### config.mk
export PLATFORM = sky130hd
export DESIGN_NAME = mem_data_ctrl
export DESIGN_NICKNAME = d
export VERILOG_FILES = /design/src/rtl/mem_data_ctrl_pkg.sv /design/src/rtl/mem_data_ctrl_msb_fifo.sv /design/src/rtl/mem_data_ctrl.sv
export SDC_FILE = /design/constraint.sdc
export NUM_CORES = 1
export LEC_CHECK = 0
export CELL_PAD_IN_SITES_DETAIL_PLACEMENT = 0
export CELL_PAD_IN_SITES_GLOBAL_PLACEMENT = 2
export CORE_MARGIN = 3
export CORE_UTILIZATION = 35
export DETAILED_ROUTE_END_ITERATION = 6
export PLACE_DENSITY_LB_ADDON = 0.1
export SYNTH_ARGS = -nofsm -noshare
export SYNTH_HDL_FRONTEND = slang
export SYNTH_HIERARCHICAL = 1
export SYNTH_SLANG_ARGS = --single-unit
### constraint.sdc
create_clock -name clk -period 31 [get_ports clk]
set_input_delay 9.3 -clock clk [delete_from_list [all_inputs] [get_ports clk]]
set_output_delay 9.3 -clock clk [all_outputs]
set_load 0.005 [all_outputs]
### src/rtl/mem_data_ctrl_pkg.sv
`timescale 1ns/1ps
`default_nettype none
// ============================================================================
//  Module      : mem_data_ctrl_pkg
//  Description : Shared widths, operation IDs, FSM encodings, MSB entry type
//                and byte-count / load-extension helpers for mem_data_ctrl.
//  Revision    : 1.0 - initial release
// ============================================================================
package mem_data_ctrl_pkg;

    localparam int DATA_W = 32;
    localparam int ADDR_W = 32;
    localparam int OP_W   = 6;

    // Load/store operation IDs carried on the OP_ID buses
    localparam logic [OP_W-1:0] c_op_lb  = 6'd1;
    localparam logic [OP_W-1:0] c_op_lh  = 6'd2;
    localparam logic [OP_W-1:0] c_op_lw  = 6'd3;
    localparam logic [OP_W-1:0] c_op_lbu = 6'd4;
    localparam logic [OP_W-1:0] c_op_lhu = 6'd5;
    localparam logic [OP_W-1:0] c_op_sb  = 6'd6;
    localparam logic [OP_W-1:0] c_op_sh  = 6'd7;
    localparam logic [OP_W-1:0] c_op_sw  = 6'd8;

    // Controller FSM encodings
    localparam logic [1:0] c_st_idle   = 2'd0;
    localparam logic [1:0] c_st_load   = 2'd1;
    localparam logic [1:0] c_st_finish = 2'd2;
    localparam logic [1:0] c_st_store  = 2'd3;

    localparam int c_entry_w = OP_W + ADDR_W + DATA_W;

    typedef struct packed {
        logic [OP_W-1:0]   op;
        logic [ADDR_W-1:0] addr;
        logic [DATA_W-1:0] value;
    } msb_entry_t;

    // Number of bytes moved by an access (1, 2 or 4)
    function automatic logic [2:0] op_nbytes(input logic [OP_W-1:0] op);
        case (op)
            c_op_lb, c_op_lbu, c_op_sb: return 3'd1;
            c_op_lh, c_op_lhu, c_op_sh: return 3'd2;
            default:                    return 3'd4;
        endcase
    endfunction

    // Sign/zero extension of the little-endian assembled load bytes
    function automatic logic [DATA_W-1:0] load_extend(input logic [OP_W-1:0]   op,
                                                      input logic [DATA_W-1:0] raw);
        case (op)
            c_op_lb:  return {{24{raw[7]}}, raw[7:0]};
            c_op_lbu: return {24'b0, raw[7:0]};
            c_op_lh:  return {{16{raw[15]}}, raw[15:0]};
            c_op_lhu: return {16'b0, raw[15:0]};
            default:  return raw;
        endcase
    endfunction

endpackage
`default_nettype wire

### src/rtl/mem_data_ctrl_msb_fifo.sv
`timescale 1ns/1ps
`default_nettype none
// ============================================================================
//  Module      : msb_fifo
//  Description : Memory store buffer - circular FIFO of committed stores
//                {OP_ID, addr, value}. Pushes into a full buffer are dropped.
//  Revision    : 1.0 - initial release
// ============================================================================
module msb_fifo
    import mem_data_ctrl_pkg::*;
#(
    parameter int DEPTH = 8
) (
    input  logic                     clk,
    input  logic                     rst,
    input  logic                     en,
    input  logic                     push,
    input  logic [c_entry_w-1:0]     push_data,
    input  logic                     pop,
    output logic [c_entry_w-1:0]     head,
    output logic [$clog2(DEPTH):0]   count,
    output logic                     full
);

    localparam int                 c_ptr_w = $clog2(DEPTH);
    localparam logic [c_ptr_w:0]   c_depth = (c_ptr_w + 1)'(DEPTH);

    logic [c_entry_w-1:0] mem_q [DEPTH];
    logic [c_ptr_w-1:0]   wr_ptr_q, wr_ptr_d;
    logic [c_ptr_w-1:0]   rd_ptr_q, rd_ptr_d;
    logic [c_ptr_w:0]     count_q, count_d;
    logic                 w_do_push;
    logic                 w_do_pop;

    assign head  = mem_q[rd_ptr_q];
    assign count = count_q;
    assign full  = (count_q == c_depth);

    // Pointer and occupancy update; simultaneous push and pop leave count unchanged
    always_comb begin
        w_do_push = en && push && !full;
        w_do_pop  = en && pop && (count_q != '0);
        wr_ptr_d  = wr_ptr_q;
        rd_ptr_d  = rd_ptr_q;
        count_d   = count_q;
        if (w_do_push) wr_ptr_d = wr_ptr_q + c_ptr_w'(1);
        if (w_do_pop)  rd_ptr_d = rd_ptr_q + c_ptr_w'(1);
        case ({w_do_push, w_do_pop})
            2'b10:   count_d = count_q + (c_ptr_w + 1)'(1);
            2'b01:   count_d = count_q - (c_ptr_w + 1)'(1);
            default: count_d = count_q;
        endcase
    end

    // Pointer and count registers
    always_ff @(posedge clk) begin
        if (rst) begin
            wr_ptr_q <= '0;
            rd_ptr_q <= '0;
            count_q  <= '0;
        end else begin
            wr_ptr_q <= wr_ptr_d;
            rd_ptr_q <= rd_ptr_d;
            count_q  <= count_d;
        end
    end

    // Entry storage; contents are only meaningful below count, so no reset
    always_ff @(posedge clk) begin
        if (w_do_push) mem_q[wr_ptr_q] <= push_data;
    end

endmodule
`default_nettype wire

### src/rtl/mem_data_ctrl.sv
`timescale 1ns/1ps
`default_nettype none
// ============================================================================
//  Module      : mem_data_ctrl
//  Description : Data-side memory controller. Serves byte-serial loads with
//                sign/zero extension and drains ROB-committed stores from the
//                store buffer onto the byte-wide RAM arbiter.
//  Revision    : 1.0 - initial release
// ============================================================================
module mem_data_ctrl
    import mem_data_ctrl_pkg::*;
#(
    parameter int MSB_DEPTH   = 8,
    parameter int FULL_MARGIN = 2
) (
    input  logic        clk,
    input  logic        rst,
    input  logic        rdy,
    input  logic        LS_need_load,
    input  logic [5:0]  LS_OP_ID,
    input  logic [31:0] LS_load_addr,
    output logic        LS_finish_load,
    output logic [31:0] LS_value,
    output logic        LS_MSB_is_full,
    input  logic        ROB_commit_store,
    input  logic [5:0]  ROB_store_OP_ID,
    input  logic [31:0] ROB_store_addr,
    input  logic [31:0] ROB_store_value,
    input  logic        ROB_roll_back_flag,
    input  logic        mem_grant,
    input  logic        io_buffer_full,
    input  logic [7:0]  mem_din,
    output logic        mem_req,
    output logic [31:0] mem_a,
    output logic [7:0]  mem_dout,
    output logic        mem_wr
);

    localparam int                 c_cnt_w      = $clog2(MSB_DEPTH) + 1;
    localparam logic [c_cnt_w-1:0] c_full_level = c_cnt_w'(MSB_DEPTH - FULL_MARGIN);

    logic [1:0]           state_q, state_d;
    logic [2:0]           cnt_q, cnt_d;
    logic                 cap_q, cap_d;
    logic                 pend_vld_q, pend_vld_d;
    logic [5:0]           pend_op_q, pend_op_d;
    logic [31:0]          pend_addr_q, pend_addr_d;
    logic [5:0]           ld_op_q, ld_op_d;
    logic [31:0]          ld_addr_q, ld_addr_d;
    logic [31:0]          ld_data_q, ld_data_d;
    logic                 full_q, full_d;

    logic [c_entry_w-1:0] w_head_bits;
    msb_entry_t           w_head;
    logic [c_cnt_w-1:0]   w_msb_count;
    logic                 w_msb_full;
    logic                 w_msb_empty;
    logic                 w_pop;
    logic                 w_start_load;
    logic                 w_io_stall;
    logic [2:0]           w_ld_n;
    logic [2:0]           w_st_n;
    logic [1:0]           w_cap_idx;

    msb_fifo #(
        .DEPTH (MSB_DEPTH)
    ) u_msb (
        .clk       (clk),
        .rst       (rst),
        .en        (rdy),
        .push      (ROB_commit_store && !w_msb_full),
        .push_data ({ROB_store_OP_ID, ROB_store_addr, ROB_store_value}),
        .pop       (w_pop),
        .head      (w_head_bits),
        .count     (w_msb_count),
        .full      (w_msb_full)
    );

    assign w_head      = msb_entry_t'(w_head_bits);
    assign w_msb_empty = (w_msb_count == '0);
    assign w_ld_n      = op_nbytes(ld_op_q);
    assign w_st_n      = op_nbytes(w_head.op);
    // Byte landing on mem_din this cycle was issued with the previous count
    assign w_cap_idx   = cnt_q[1:0] - 2'd1;
    // IO sink busy only blocks a store before its first byte goes out
    assign w_io_stall  = (cnt_q == 3'd0) && (w_head.addr[17:16] == 2'b11) && io_buffer_full;
    assign LS_MSB_is_full = full_q;

    // FSM state and byte-counter registers
    always_ff @(posedge clk) begin
        if (rst) begin
            state_q <= c_st_idle;
            cnt_q   <= '0;
            cap_q   <= 1'b0;
        end else if (rdy) begin
            state_q <= state_d;
            cnt_q   <= cnt_d;
            cap_q   <= cap_d;
        end
    end

    // Next-state: stores drain before any load starts; rollback only aborts loads
    always_comb begin
        state_d      = state_q;
        cnt_d        = cnt_q;
        cap_d        = 1'b0;
        w_pop        = 1'b0;
        w_start_load = 1'b0;
        case (state_q)
            c_st_idle: begin
                cnt_d = '0;
                if (!w_msb_empty) begin
                    state_d = c_st_store;
                end else if (pend_vld_q && !ROB_roll_back_flag) begin
                    state_d      = c_st_load;
                    w_start_load = 1'b1;
                end
            end
            c_st_load: begin
                if (ROB_roll_back_flag) begin
                    state_d = c_st_idle;
                    cnt_d   = '0;
                end else begin
                    if ((cnt_q != w_ld_n) && mem_grant) begin
                        cnt_d = cnt_q + 3'd1;
                        cap_d = 1'b1;
                    end
                    if (cap_q && (cnt_q == w_ld_n)) begin
                        state_d = c_st_finish;
                    end
                end
            end
            c_st_finish: begin
                state_d = c_st_idle;
                cnt_d   = '0;
            end
            c_st_store: begin
                if (!w_io_stall && mem_grant) begin
                    if (cnt_q == (w_st_n - 3'd1)) begin
                        cnt_d   = '0;
                        w_pop   = 1'b1;
                        state_d = c_st_idle;
                    end else begin
                        cnt_d = cnt_q + 3'd1;
                    end
                end
            end
            default: state_d = c_st_idle;
        endcase
    end

    // Outputs decoded from the current state and byte counter
    always_comb begin
        mem_req        = 1'b0;
        mem_wr         = 1'b0;
        mem_a          = '0;
        mem_dout       = '0;
        LS_finish_load = 1'b0;
        LS_value       = '0;
        case (state_q)
            c_st_load: begin
                mem_req = !ROB_roll_back_flag;
                mem_a   = ld_addr_q + {29'b0, cnt_q};
            end
            c_st_finish: begin
                LS_finish_load = !ROB_roll_back_flag;
                if (!ROB_roll_back_flag) LS_value = load_extend(ld_op_q, ld_data_q);
            end
            c_st_store: begin
                mem_req  = !w_io_stall;
                mem_wr   = !w_io_stall;
                mem_a    = w_head.addr + {29'b0, cnt_q};
                mem_dout = w_head.value[{cnt_q[1:0], 3'b000} +: 8];
            end
            default: ;
        endcase
    end

    // Pending-load capture, active-load copy, byte assembly and full flag
    always_comb begin
        pend_vld_d  = pend_vld_q;
        pend_op_d   = pend_op_q;
        pend_addr_d = pend_addr_q;
        ld_op_d     = ld_op_q;
        ld_addr_d   = ld_addr_q;
        ld_data_d   = ld_data_q;
        full_d      = (w_msb_count >= c_full_level);
        if (w_start_load) begin
            pend_vld_d = 1'b0;
            ld_op_d    = pend_op_q;
            ld_addr_d  = pend_addr_q;
            ld_data_d  = '0;
        end
        if (ROB_roll_back_flag) begin
            pend_vld_d = 1'b0;
        end else if (LS_need_load) begin
            pend_vld_d  = 1'b1;
            pend_op_d   = LS_OP_ID;
            pend_addr_d = LS_load_addr;
        end
        if ((state_q == c_st_load) && cap_q && !ROB_roll_back_flag) begin
            ld_data_d[{w_cap_idx, 3'b000} +: 8] = mem_din;
        end
    end

    // Datapath registers
    always_ff @(posedge clk) begin
        if (rst) begin
            pend_vld_q  <= 1'b0;
            pend_op_q   <= '0;
            pend_addr_q <= '0;
            ld_op_q     <= '0;
            ld_addr_q   <= '0;
            ld_data_q   <= '0;
            full_q      <= 1'b0;
        end else if (rdy) begin
            pend_vld_q  <= pend_vld_d;
            pend_op_q   <= pend_op_d;
            pend_addr_q <= pend_addr_d;
            ld_op_q     <= ld_op_d;
            ld_addr_q   <= ld_addr_d;
            ld_data_q   <= ld_data_d;
            full_q      <= full_d;
        end
    end

endmodule
`default_nettype wire
# --- After elaboration in Yosys (flattened, before gate mapping) ---
# Memory sizes are Yosys's and may differ from the RTL's. A register that Yosys moved wholly into a read port is not among the register bits.
# Index checks and enable logic that the tools add are counted.
totals:
  ff_bits: 126
  latchBits: 0
  ramBits: 560
  romBits: 0
  in_bits: 124
  output_inout_bits: 76
  elab_cells: 130
  mem_count: 1
memory_table:
  columns: ["name", "words", "word_bits", "rd", "rd_ports_with_merged_regs", "write_ports", "line", "rtl"]
  rows:
  - ["u_msb.mem_q", 8, 70, 1, 1, 1, "mem_data_ctrl_msb_fifo.sv:28", "logic [c_entry_w-1:0] mem_q [DEPTH];"]
op_classes:
  n_addsub: 10
  multipliers: 0
  n_div: 0
  magnitude_cmp: 1
  n_eq_ne: 27
  n_shift: 3
  muxes: 42
  bitwise: 1
  reduce_logical: 32
op_table:
  columns: ["cell", "n"]
  rows:
  - ["two-way mux 32 bit", 4]
  - ["one-hot mux 32 bit (4 select lines)", 1]
  - ["adder 32 x 3 -> 32 bit", 2]
  - ["one-hot mux 32 bit (2 select lines)", 1]
  - ["equality test 6 x 3 -> 1 bit, second input constant", 8]
  - ["bitwise mux 32 bit", 1]
  - ["variable shift 8 x 7 -> 32 bit, first input constant", 1]
  - ["variable part select 32 x 6 -> 8 bit", 1]
  - ["variable part select 8 x 7 -> 32 bit", 1]
  - ["two-way mux 3 bit", 6]
  - ["two-way mux 1 bit", 16]
  - ["logical AND 1 bit", 13]
  - ["equality test 6 x 1 -> 1 bit, second input constant", 2]
  - ["equality test 6 x 2 -> 1 bit, second input constant", 2]
  - ["two-way mux 2 bit", 6]
  - ["one-hot mux 3 bit (2 select lines)", 2]
  - ["OR reduction 3 bit", 4]
  - ["adder 3 x 1 -> 3 bit, second input constant", 3]
  - ["!= test 3 bit, second input constant", 3]
  - ["one-hot mux 3 bit (3 select lines)", 1]
  - ["equality test 2 bit, second input constant", 4]
  - ["two-way mux 8 bit", 1]
  - ["one-hot mux 2 bit (4 select lines)", 1]
  - ["one-hot mux 4 bit (2 select lines)", 1]
  - ["other kinds (24)", 31]

# --- Logic depth before layout (Yosys ltp) ---
# Gate-level depths: netlist (run 1).
depth:
  ltp_word: 12
  ltp_mapped: 22
  depth_no_buf: 19

# --- Cells and area by module ---
# Netlist (run 1), hierarchy kept.
by_module_without_submodules:
  columns: ["mod", "n_inst", "cells_per_inst", "area_each_um2", "seq_area_each_um2"]
  rows:
  - ["msb_fifo", 1, 884, 21664.5, 17076.4]
  - ["mem_data_ctrl", 1, 852, 6513.7, 2322.2]

# --- Worst setup path after synthesis (run 1) ---
# No wires, ideal clock.
synth_timing:
  path_kind: "in2out"
  startpoint: "input ROB_roll_back_flag"
  endpoint: "output LS_value[21]"
  t_arrival_ns: 10.245
  required_ns: 21.700
  slack_ns: 11.455
  path_stages: 5
  path_buffers: 1
  path_cell_list: "inv_1 nand3_1 a21oi_1 clkbuf_1 o21a_1"
synth_between:
  elab_chain_len: 2
synth_rtl:
  columns: ["element", "line", "rtl"]
  rows:
  - ["start: declaration", "mem_data_ctrl.sv:29", "input logic ROB_roll_back_flag,"]
  - ["two-way mux 32 bit", "mem_data_ctrl.sv:167", "if (!ROB_roll_back_flag) LS_value = load_extend(ld_op_q, ld_data_q);"]
  - ["two-way mux 32 bit", "mem_data_ctrl.sv:160", "case (state_q)"]
  - ["end: declaration", "mem_data_ctrl.sv:23", "output logic [31:0] LS_value,"]
# Every way passes these cells.

# --- Final worst setup path (run 1) ---
layout_timing:
  startpoint: "input ROB_roll_back_flag"
  endpoint: "output LS_value[31]"
# The elaborated chain is that of the path after synthesis.

==> results of run 1 <==
==> metal layers <==
metal  track usage  vias up
met1         0.232     8006
met3        0.0294       97
met4        0.0424        4
met2         0.285      295
li1              -     7183
met5             0        -
==> power by group through the flow <==
stage | Sequential (mW) | Combinational, mW | Clock (mW)
after detailed placement | 1.03 | 0.0853 | 0
after floorplan | 1.03 | 0.0398 | 0
after global placement | 1.03 | 0.0846 | 0
final | 1.01 | 0.0839 | 0.879
after global routing | 1.01 | 0.0919 | 0.946
after CTS | 1.01 | 0.0858 | 0.910
==> sequential cells by signal, indices dropped and copies added, names as in the netlist, 4 cells and up, named ones only <==
name	count
ld_data_q	32
ld_addr_q	32
pend_op_q	6
pend_addr_q	32
u_msb/count	4
u_msb/mem_q	560
ld_op_q	6
==> synthesized netlist by cell type (2+ instances only) <==
master	number	share of area
edfxtp_1	560	0.60
nand2_1	208	0.028
mux4_2	148	0.12
dfxtp_1	129	0.092
a21oi_1	106	0.019
nor2_1	79	0.011
mux2_2	76	0.030
clkbuf_1	56	0.0075
a22oi_1	32	0.0085
mux2i_1	26	0.0092
buf_2	23	0.0041
nor3_1	19	0.0034
o21a_1	19	0.0051
xor2_1	19	0.0059
nand4_1	18	0.0040
and2_1	17	0.0038
nand3_1	17	0.0030
ha_1	16	0.0071
o21ai_0	16	0.0028
buf_6	14	0.0056
inv_1	13	0.0017
xnor2_1	11	0.0034
and3_1	10	0.0022
buf_1	6	0.00080
nand2b_1	6	0.0013
nor4_1	6	0.0013
or3_1	6	0.0013
a21o_1	5	0.0013
a31oi_1	5	0.0011
o21ai_1	5	0.00089
a211oi_1	4	0.0011
nor2b_1	4	0.00089
nor3b_1	4	0.0011
nor4_2	4	0.0018
nor4b_1	3	0.00093
o211ai_1	3	0.00080
a311oi_1	2	0.00062
and3b_1	2	0.00062
buf_4	2	0.00053
or2_1	2	0.00044
==> logic make-up after synthesis <==
family,count (synthesis),synth area share
adders and majority gates,17,0.00781
and+or+nand+nor,418,0.0689
AOI/OAI and AO/OA,214,0.0466
xor gates and xnor gates,30,0.00932
muxes,251,0.158
DFF,689,0.688
buffers and inverters,117,0.0206
==> stage by stage <==
step	instances	power (mW)	hold WS, ps
2_1_floorplan	1736	1.07	432
3_3_place_gp	2918	1.12	447
3_5_place_dp	2918	1.12	447
4_1_cts	3052	2.01	460
5_1_grt	3052	2.05	475
6_report	3058	1.98	457
==> worst max-delay path, stage by stage <==
cell and delay, ps:
clkdlybuf4s50_1 520, inv_1 150, nand3_1 350, a21oi_1 250, buf_4 250, o21a_1 150
clkdlybuf4s50_1 510
==> area by class of cell <==
type | instances | area, sq um | share of cell area
Antenna cell | 6 | 15.0 | 0.000445
Clock buffer | 92 | 1970 | 0.0585
Tap cell | 1050 | 1310 | 0.0390
Multi-Input combinational cell | 930 | 8250 | 0.245
Sequential cell | 689 | 19400 | 0.576
Clock inverter | 42 | 457 | 0.0135
Timing Repair Buffer | 234 | 2250 | 0.0668
Inverter | 15 | 56.3 | 0.00167
==> how the worst min path moves through the flow <==
stage / start / endpoint / cells past startpoint / slack (ps)
global placement: pend_addr_q[20]$_SDFFE_PP0P_ / pend_addr_q[20]$_SDFFE_PP0P_ / 2 / 450
CTS: pend_op_q[3]$_SDFFE_PP0P_ / pend_op_q[3]$_SDFFE_PP0P_ / 2 / 460
finish: ld_addr_q[2]$_SDFFE_PP0P_ / ld_addr_q[2]$_SDFFE_PP0P_ / 2 / 460
global route: pend_addr_q[24]$_SDFFE_PP0P_ / pend_addr_q[24]$_SDFFE_PP0P_ / 2 / 480
detailed placement: pend_op_q[4]$_SDFFE_PP0P_ / pend_op_q[4]$_SDFFE_PP0P_ / 2 / 450
floorplan: pend_addr_q[0]$_SDFFE_PP0P_ / ld_addr_q[0]$_SDFFE_PP0P_ / 2 / 430
==> run_results.csv, run 1 <==
group,metric,value,unit
routing,wl_met2,34.9,mm
clock_network,cts.sinks,689,
job,maxCapViolations,0,
routing,wl_met1,32.0,mm
critical_path,critPathKind,"primary input to output pin",
critical_path,start_kind,"primary input",
power,internal_power,1.56,mW
clock_network,clkLatencyLatePin,620,ps
global_routing,grtUsageTotal,0.171,
sta,skew,20.6,ps
placement,port-buffer-count,199,
critical_path,worstRegToRegCells,18,
critical_path,cp-end-kind,"output pin",
sta,rsz0062_at_grt,"false",
logic_synthesis,ys_types,75,
die,die_y,290,um
clock_network,htree_levels,3,
clock_network,cts.clk_slew.worst_paths,60,ps
routing,drc,0,
sta,relSlewSlack,0.251,
critical_path,r2r_setup_slack,24240,ps
logic_synthesis,yosysSeqAreaShare,0.688,
routing,first_pass_iters,5,
cells_and_area,final_common_cell,"edfxtp_1",
logic_synthesis,syn_nets,1877,
min_path,hold_path.class,"flip-flop to flip-flop",
logic_synthesis,ys_seq_elements,689,
clock_network,cts_tree,"done",
die,core-area,79400,sq um
power,power.density,58.6,nW/um^2
logic_synthesis,syn_avg_cell_area,16.2,sq um
cells_and_area,mostFrequentLayoutCells,"560 x edfxtp_1, 208 x nand2_1, 198 x clkdlybuf4s50_1",
die,die-width,290,um
power,seqPwrFrac,0.513,
logic_synthesis,syn_inst,1736,
placement,pre_cts_ws,10210,ps
sta,drv_slew,0,
sta,fin_ws,10220,ps
placement,detailed_place_hpwl,43.2,mm
sta,worstMarginPinSlew,1120,ps
global_routing,grt-ovfl-total,0,
sta,setup_viol,0,
power,max-vdd-ir-drop,43.6,uV
die,ios,200,
clock_network,cts_made_buffers,75,
critical_path,critical_path_arrival,11480,ps
logic_synthesis,ys.warnings.count,6,
sta,tns,0,ps
critical_path,timing.rr.end,"u_msb/count[3]$_SDFFE_PP0P_",
routing,vias_per_cell,5.10,
power,p_leak,10.4,nW
logic_synthesis,synth_edf_count,560,
clock_network,hold_buffers,0,
outcome,status,"finished, final reports clean",
critical_path,cp.required,21700,ps
sta,period_share,0.670,
power,power_frac_comb,0.042,
clock_network,post_cts_buffers,0,
power,p_clk_frac,0.445,
sta,fmax,48.1,MHz
cells_and_area,nets,2086,
routing,wirelength,71.5,mm
routing,postRouteAntennaNets,0,
clock_network,cts_root_buf,"clkbuf_16",
global_routing,grt_max_degree,99,
placement,gp_congestion,0.734,
clock_network,cts_resized,0,
critical_path,crit_start,"ROB_roll_back_flag",
die,start_util,0.355,
global_routing,grt_pass1_vias,16300,
cells_and_area,area_growth,19.7,%
cells_and_area,drive_gt1_frac,0.196,
global_routing,antenna_found_initial,9,
sta,fin_crit,20780,ps
sta,hold_violations,0,
cells_and_area,fill_cells,7218,
logic_synthesis,netlist_area,28200,sq um
power,switchingPower,0.416,mW
critical_path,crit_fanout,16,
cells_and_area,post-route-util,0.425,
routing,drt_iter0_drc,947,
logic_synthesis,ys_async_sr_fraction,0,
critical_path,endpoint,"LS_value[31]",
routing,vias,15600,
clock_network,cts_buffer_depth,3,
global_routing,grt_first_pass_wirelength,106,mm
power,switching_share,0.211,
routing,avgRoutedWirePerCell,23.4,um
routing,route.met3.wl,3.21,mm
placement,place_area,31300,sq um
die,fp-row-count,103,
die,dieArea,83900,sq um
cells_and_area,finalInstanceArea,33700,sq um
logic_synthesis,ys.flop_type,"edfxtp_1",
routing,highest_layer,"met5",
No activity file was read; power rests on OpenSTA's default activity.
==> run 2, diff against run 1 <==
==> constraint.sdc (replaced) <==
create_clock -name clk -period 19.06 [get_ports clk]
set_input_delay 5.718 -clock clk [delete_from_list [all_inputs] [get_ports clk]]
set_output_delay 5.718 -clock clk [all_outputs]
set_load 0.005 [all_outputs]
==> run_results.csv, run 2 (same netlist as run 1, synthesis figures left out) <==
group,metric,value,unit
critical_path,crit_fanout,16,
global_routing,grt_max_degree,95,
power,power,3.22,mW
placement,detailed_place_hpwl,42.8,mm
sta,fmax,73.4,MHz
job,maxCapViolations,0,
global_routing,grt_pass1_vias,16200,
routing,vias,15600,
clock_network,post_cts_buffers,0,
sta,skew,15.5,ps
die,dieArea,83900,sq um
critical_path,cp.required,13340,ps
min_path,hold_path.class,"flip-flop to flip-flop",
sta,setup_viol,0,
critical_path,crit_slowest_cell,"clkdlybuf4s50_1",
sta,relSlewSlack,0.269,
sta,period_share,0.715,
clock_network,cts_root_buf,"clkbuf_16",
clock_network,cts.sinks,689,
routing,vias_per_cell,5.08,
sta,rsz0062_at_grt,"false",
power,p_leak,10.4,nW
critical_path,crit_top_cell,"clkdlybuf4s50_1",
die,die-width,290,um
die,ios,200,
cells_and_area,drive_gt1_frac,0.195,
critical_path,cp-end-kind,"output pin",
sta,worstMarginPinSlew,1100,ps
routing,first_pass_iters,5,
die,fp-row-count,103,
cells_and_area,largest_reg_flops,560,
global_routing,grt-ovfl-total,0,
global_routing,grtUsageTotal,0.171,
routing,wirelength,71.6,mm
sta,tns,0,ps
sta,fin_crit,13630,ps
critical_path,crit_chain,"clkdlybuf4s50_1 -> inv_1 -> nand3_1 -> a21oi_1 -> buf_4 -> o21a_1 -> clkdlybuf4s50_1",
global_routing,antenna_found_initial,8,
critical_path,critPathKind,"primary input to output pin",
critical_path,critPathMaxStageDelay,520,ps
global_routing,grt_first_pass_wirelength,106,mm
power,max-vdd-ir-drop,64.3,uV
die,start_util,0.355,
clock_network,cts_made_buffers,77,
clock_network,cts_buffer_depth,3,
sta,hold_violations,0,
clock_network,hold_buffers,0,
power,power.density,95.5,nW/um^2
routing,drc,0,
cells_and_area,nets,2087,
sta,drv_slew,0,
clock_network,clkLatencyLatePin,620,ps
routing,drt_iter0_drc,1086,
clock_network,cts_resized,0,
critical_path,critical_path_arrival,7910,ps
cells_and_area,area_growth,19.8,%
placement,gp_congestion,0.732,
die,die_y,290,um
routing,avgRoutedWirePerCell,23.4,um
placement,port-buffer-count,199,
die,core-area,79400,sq um
clock_network,cts.clk_slew.worst_paths,60,ps
critical_path,r2r_setup_slack,12440,ps
critical_path,start_kind,"primary input",
clock_network,cts_tree,"done",
routing,postRouteAntennaNets,0,
cells_and_area,mostFrequentLayoutCells,"560 x edfxtp_1, 208 x nand2_1, 198 x clkdlybuf4s50_1",
outcome,status,"finished, final reports clean",
clock_network,htree_levels,3,
cells_and_area,final_common_cell,"edfxtp_1",
cells_and_area,regMostFlops,"u_msb/mem_q",
cells_and_area,fill_cells,7231,
run 2: power by group:
| part | internal, mW | leakage [nW] | total (mW) | switching (mW) |
|---|---|---|---|---|
| clock | 0.842 | 1.20 | 1.44 | 0.595 |
| combinational | 0.0568 | 3.08 | 0.137 | 0.0797 |
| sequential | 1.64 | 6.10 | 1.65 | 0.00569 |
run 2: cell type report:
| type | instances | area (sq um) | area share |
|---|---|---|---|
| Timing Repair Buffer | 233 | 2240 | 0.0665 |
| Antenna cell | 7 | 17.5 | 0.000519 |
| Multi-Input combinational cell | 930 | 8250 | 0.244 |
| Clock buffer | 96 | 2070 | 0.0614 |
| Tap cell | 1050 | 1310 | 0.0389 |
| Inverter | 15 | 56.3 | 0.00167 |
| Sequential cell | 689 | 19400 | 0.575 |
| Clock inverter | 41 | 385 | 0.0114 |
run 2: per-stage QoR:
stage	setup WS, ps	hold WS, ps	instance area [sq um]	std cells	utilization
after floorplan	5630	432	28200	1736	-
after CTS	5380	441	33700	3054	0.425
after detailed placement	5380	445	31300	2917	0.394
after global routing	5240	473	33700	3054	0.425
after global placement	5480	448	31300	2917	0.394
final	5430	442	33700	3061	0.425
run 2: critical path, delay by kind of cell:
| family | cells | cell delay (ps) |
|---|---|---|
| and+or+nand+nor | 1 | 340 |
| AOI/OAI and AO/OA | 2 | 400 |
| buffers and inverters | 4 | 1420 |
run 2: worst paths after layout:
kind	startpoint	to	cells past startpoint
worst max-delay path	ROB_roll_back_flag	LS_value[29]	7
worst min-delay path	pend_addr_q[23]$_SDFFE_PP0P_	ld_addr_q[23]$_SDFFE_PP0P_	2
worst max register to register	flip-flop	u_msb/count[3]$_SDFFE_PP0P_	18
worst min register to register	pend_addr_q[23]$_SDFFE_PP0P_	ld_addr_q[23]$_SDFFE_PP0P_	2
run 2: metal layers:
metal  vias up  share of wire  wire length, um  GRT usage
met3       101          0.048             3470     0.0364
met1      7964           0.45            32100      0.230
met4         4          0.019             1330     0.0387
met2       309           0.48            34700      0.286
met5         -        0.00038               27          0
li1       7176              -                -          -
==> run 3, diff against run 2 <==
==> constraint.sdc (replaced) <==
create_clock -name clk -period 13.5 [get_ports clk]
set_input_delay 4.05 -clock clk [delete_from_list [all_inputs] [get_ports clk]]
set_output_delay 4.05 -clock clk [all_outputs]
set_load 0.005 [all_outputs]
==> run_results.csv, run 3 (same netlist as run 1, synthesis figures left out) <==
group,metric,value,unit
outcome,status,"finished, final reports clean",
critical_path,critPathKind,"primary input to output pin",
routing,drt_iter0_drc,1044,
routing,wirelength,72.0,mm
critical_path,crit_top_cell,"clkdlybuf4s50_1",
cells_and_area,regMostFlops,"u_msb/mem_q",
cells_and_area,fill_cells,7266,
routing,vias,15500,
clock_network,post_cts_buffers,0,
clock_network,cts.clk_slew.worst_paths,60,ps
routing,avgRoutedWirePerCell,23.5,um
die,dieArea,83900,sq um
power,max-vdd-ir-drop,97.7,uV
sta,fmax,97.0,MHz
die,die_y,290,um
die,core-area,79400,sq um
placement,detailed_place_hpwl,43.7,mm
clock_network,cts_root_buf,"clkbuf_16",
clock_network,cts.sinks,689,
sta,relSlewSlack,0.160,
global_routing,grt_first_pass_wirelength,107,mm
cells_and_area,fin_cells,3058,
sta,period_share,0.764,
critical_path,critical_path.top_delay_family,"buffers and inverters",
routing,vias_per_cell,5.08,
critical_path,cp-end-kind,"output pin",
min_path,hold_path.class,"flip-flop to flip-flop",
placement,port-buffer-count,199,
routing,postRouteAntennaNets,0,
global_routing,grt_max_degree,97,
sta,rsz0062_at_grt,"false",
die,start_util,0.355,
critical_path,crit_chain,"clkdlybuf4s50_1 -> inv_1 -> nand3_1 -> a21oi_1 -> buf_4 -> o21a_1 -> clkdlybuf4s50_1",
placement,pre_cts_ws,3150,ps
global_routing,antenna_found_initial,7,
sta,setup_viol,0,
sta,tns,0,ps
clock_network,hold_buffers,0,
placement,gp_congestion,0.734,
sta,skew,19.5,ps
cells_and_area,mostFrequentLayoutCells,"560 x edfxtp_1, 208 x nand2_1, 198 x clkdlybuf4s50_1",
cells_and_area,drive_gt1_frac,0.193,
job,maxCapViolations,0,
critical_path,cp_num_buf_inv,4,
critical_path,critical_path_arrival,6260,ps
sta,fin_crit,10310,ps
sta,worstMarginPinSlew,1260,ps
cells_and_area,largest_reg_flops,560,
sta,fin_ws,3190,ps
die,fp-row-count,103,
clock_network,clkLatencyLatePin,620,ps
clock_network,htree_levels,3,
global_routing,grtUsageTotal,0.173,
clock_network,cts_buffer_depth,3,
sta,drv_slew,0,
placement,dpl.cell_count,2916,
critical_path,start_kind,"primary input",
clock_network,cts_made_buffers,77,
cells_and_area,nets,2086,
routing,first_pass_iters,5,
die,die-width,290,um
cells_and_area,final_common_cell,"edfxtp_1",
critical_path,critPathMaxStageDelay,520,ps
power,p_leak,10.4,nW
power,power.density,136,nW/um^2
cells_and_area,area_growth,20.0,%
critical_path,crit_slowest_cell,"clkdlybuf4s50_1",
critical_path,cp.required,9450,ps
sta,hold_violations,0,
cells_and_area,post-route-util,0.426,
clock_network,cts_tree,"done",
die,ios,200,
critical_path,crit_fanout,16,
global_routing,grt-ovfl-total,0,
clock_network,cts_resized,0,
global_routing,grt_pass1_vias,16400,
routing,drc,0,
-- run 3: routing by layer --
metal  share of wire  track usage  vias up  wire, um
li1                -            -     7185         -
met1            0.44        0.235     7962     31900
met2            0.49        0.287      310     35200
met3           0.048       0.0343       90      3470
met4           0.020       0.0414        2      1460
met5         0.00018            0        -        13
-- run 3: worst min-delay path, stage by stage, from the launching register on --
cell and delay [ps]:
dfxtp_1 300, nand2_1 50, a21oi_1 50
-- run 3: power by group --
part	internal (mW)	leakage, nW	switching, mW	total [mW]
logic	0.0803	3.08	0.114	0.194
clock network	1.24	1.22	0.835	2.08
registers	2.32	6.10	0.00821	2.33
total	3.64	10.4	0.956	4.60
-- run 3: path summary, 6_finish.rpt --
kind | startpoint | end | slack, ps | cells past startpoint
hold / removal | pend_addr_q[27]$_SDFFE_PP0P_ | ld_addr_q[27]$_SDFFE_PP0P_ | 450 | 2
setup / recovery | ROB_roll_back_flag | LS_value[31] | 3190 | 7
hold reg to reg | pend_addr_q[27]$_SDFFE_PP0P_ | ld_addr_q[27]$_SDFFE_PP0P_ | 450 | 2
setup reg to reg | flip-flop | u_msb/count[3]$_SDFFE_PP0P_ | 7600 | 17
-- run 3: cell type report --
cell class / count / area (sq um) / share of cell area
Clock inverter: 37 / 443 / 0.0131
Antenna cell: 5 / 12.5 / 0.000370
Timing Repair Buffer: 232 / 2250 / 0.0665
Tap cell: 1050 / 1310 / 0.0389
Multi-Input combinational cell: 930 / 8250 / 0.244
Clock buffer: 100 / 2080 / 0.0614
Inverter: 15 / 56.3 / 0.00167
Sequential cell: 689 / 19400 / 0.574
-- run 3: per-stage QoR --
stage               power [mW]  hold slack, ps  area, sq um
CTS                       4.68             458        33800
global placement          2.57             447        31300
detailed placement        2.57             450        31300
floorplan                 2.47             432        28200
finish                    4.60             453        33800
global route              4.77             472        33800
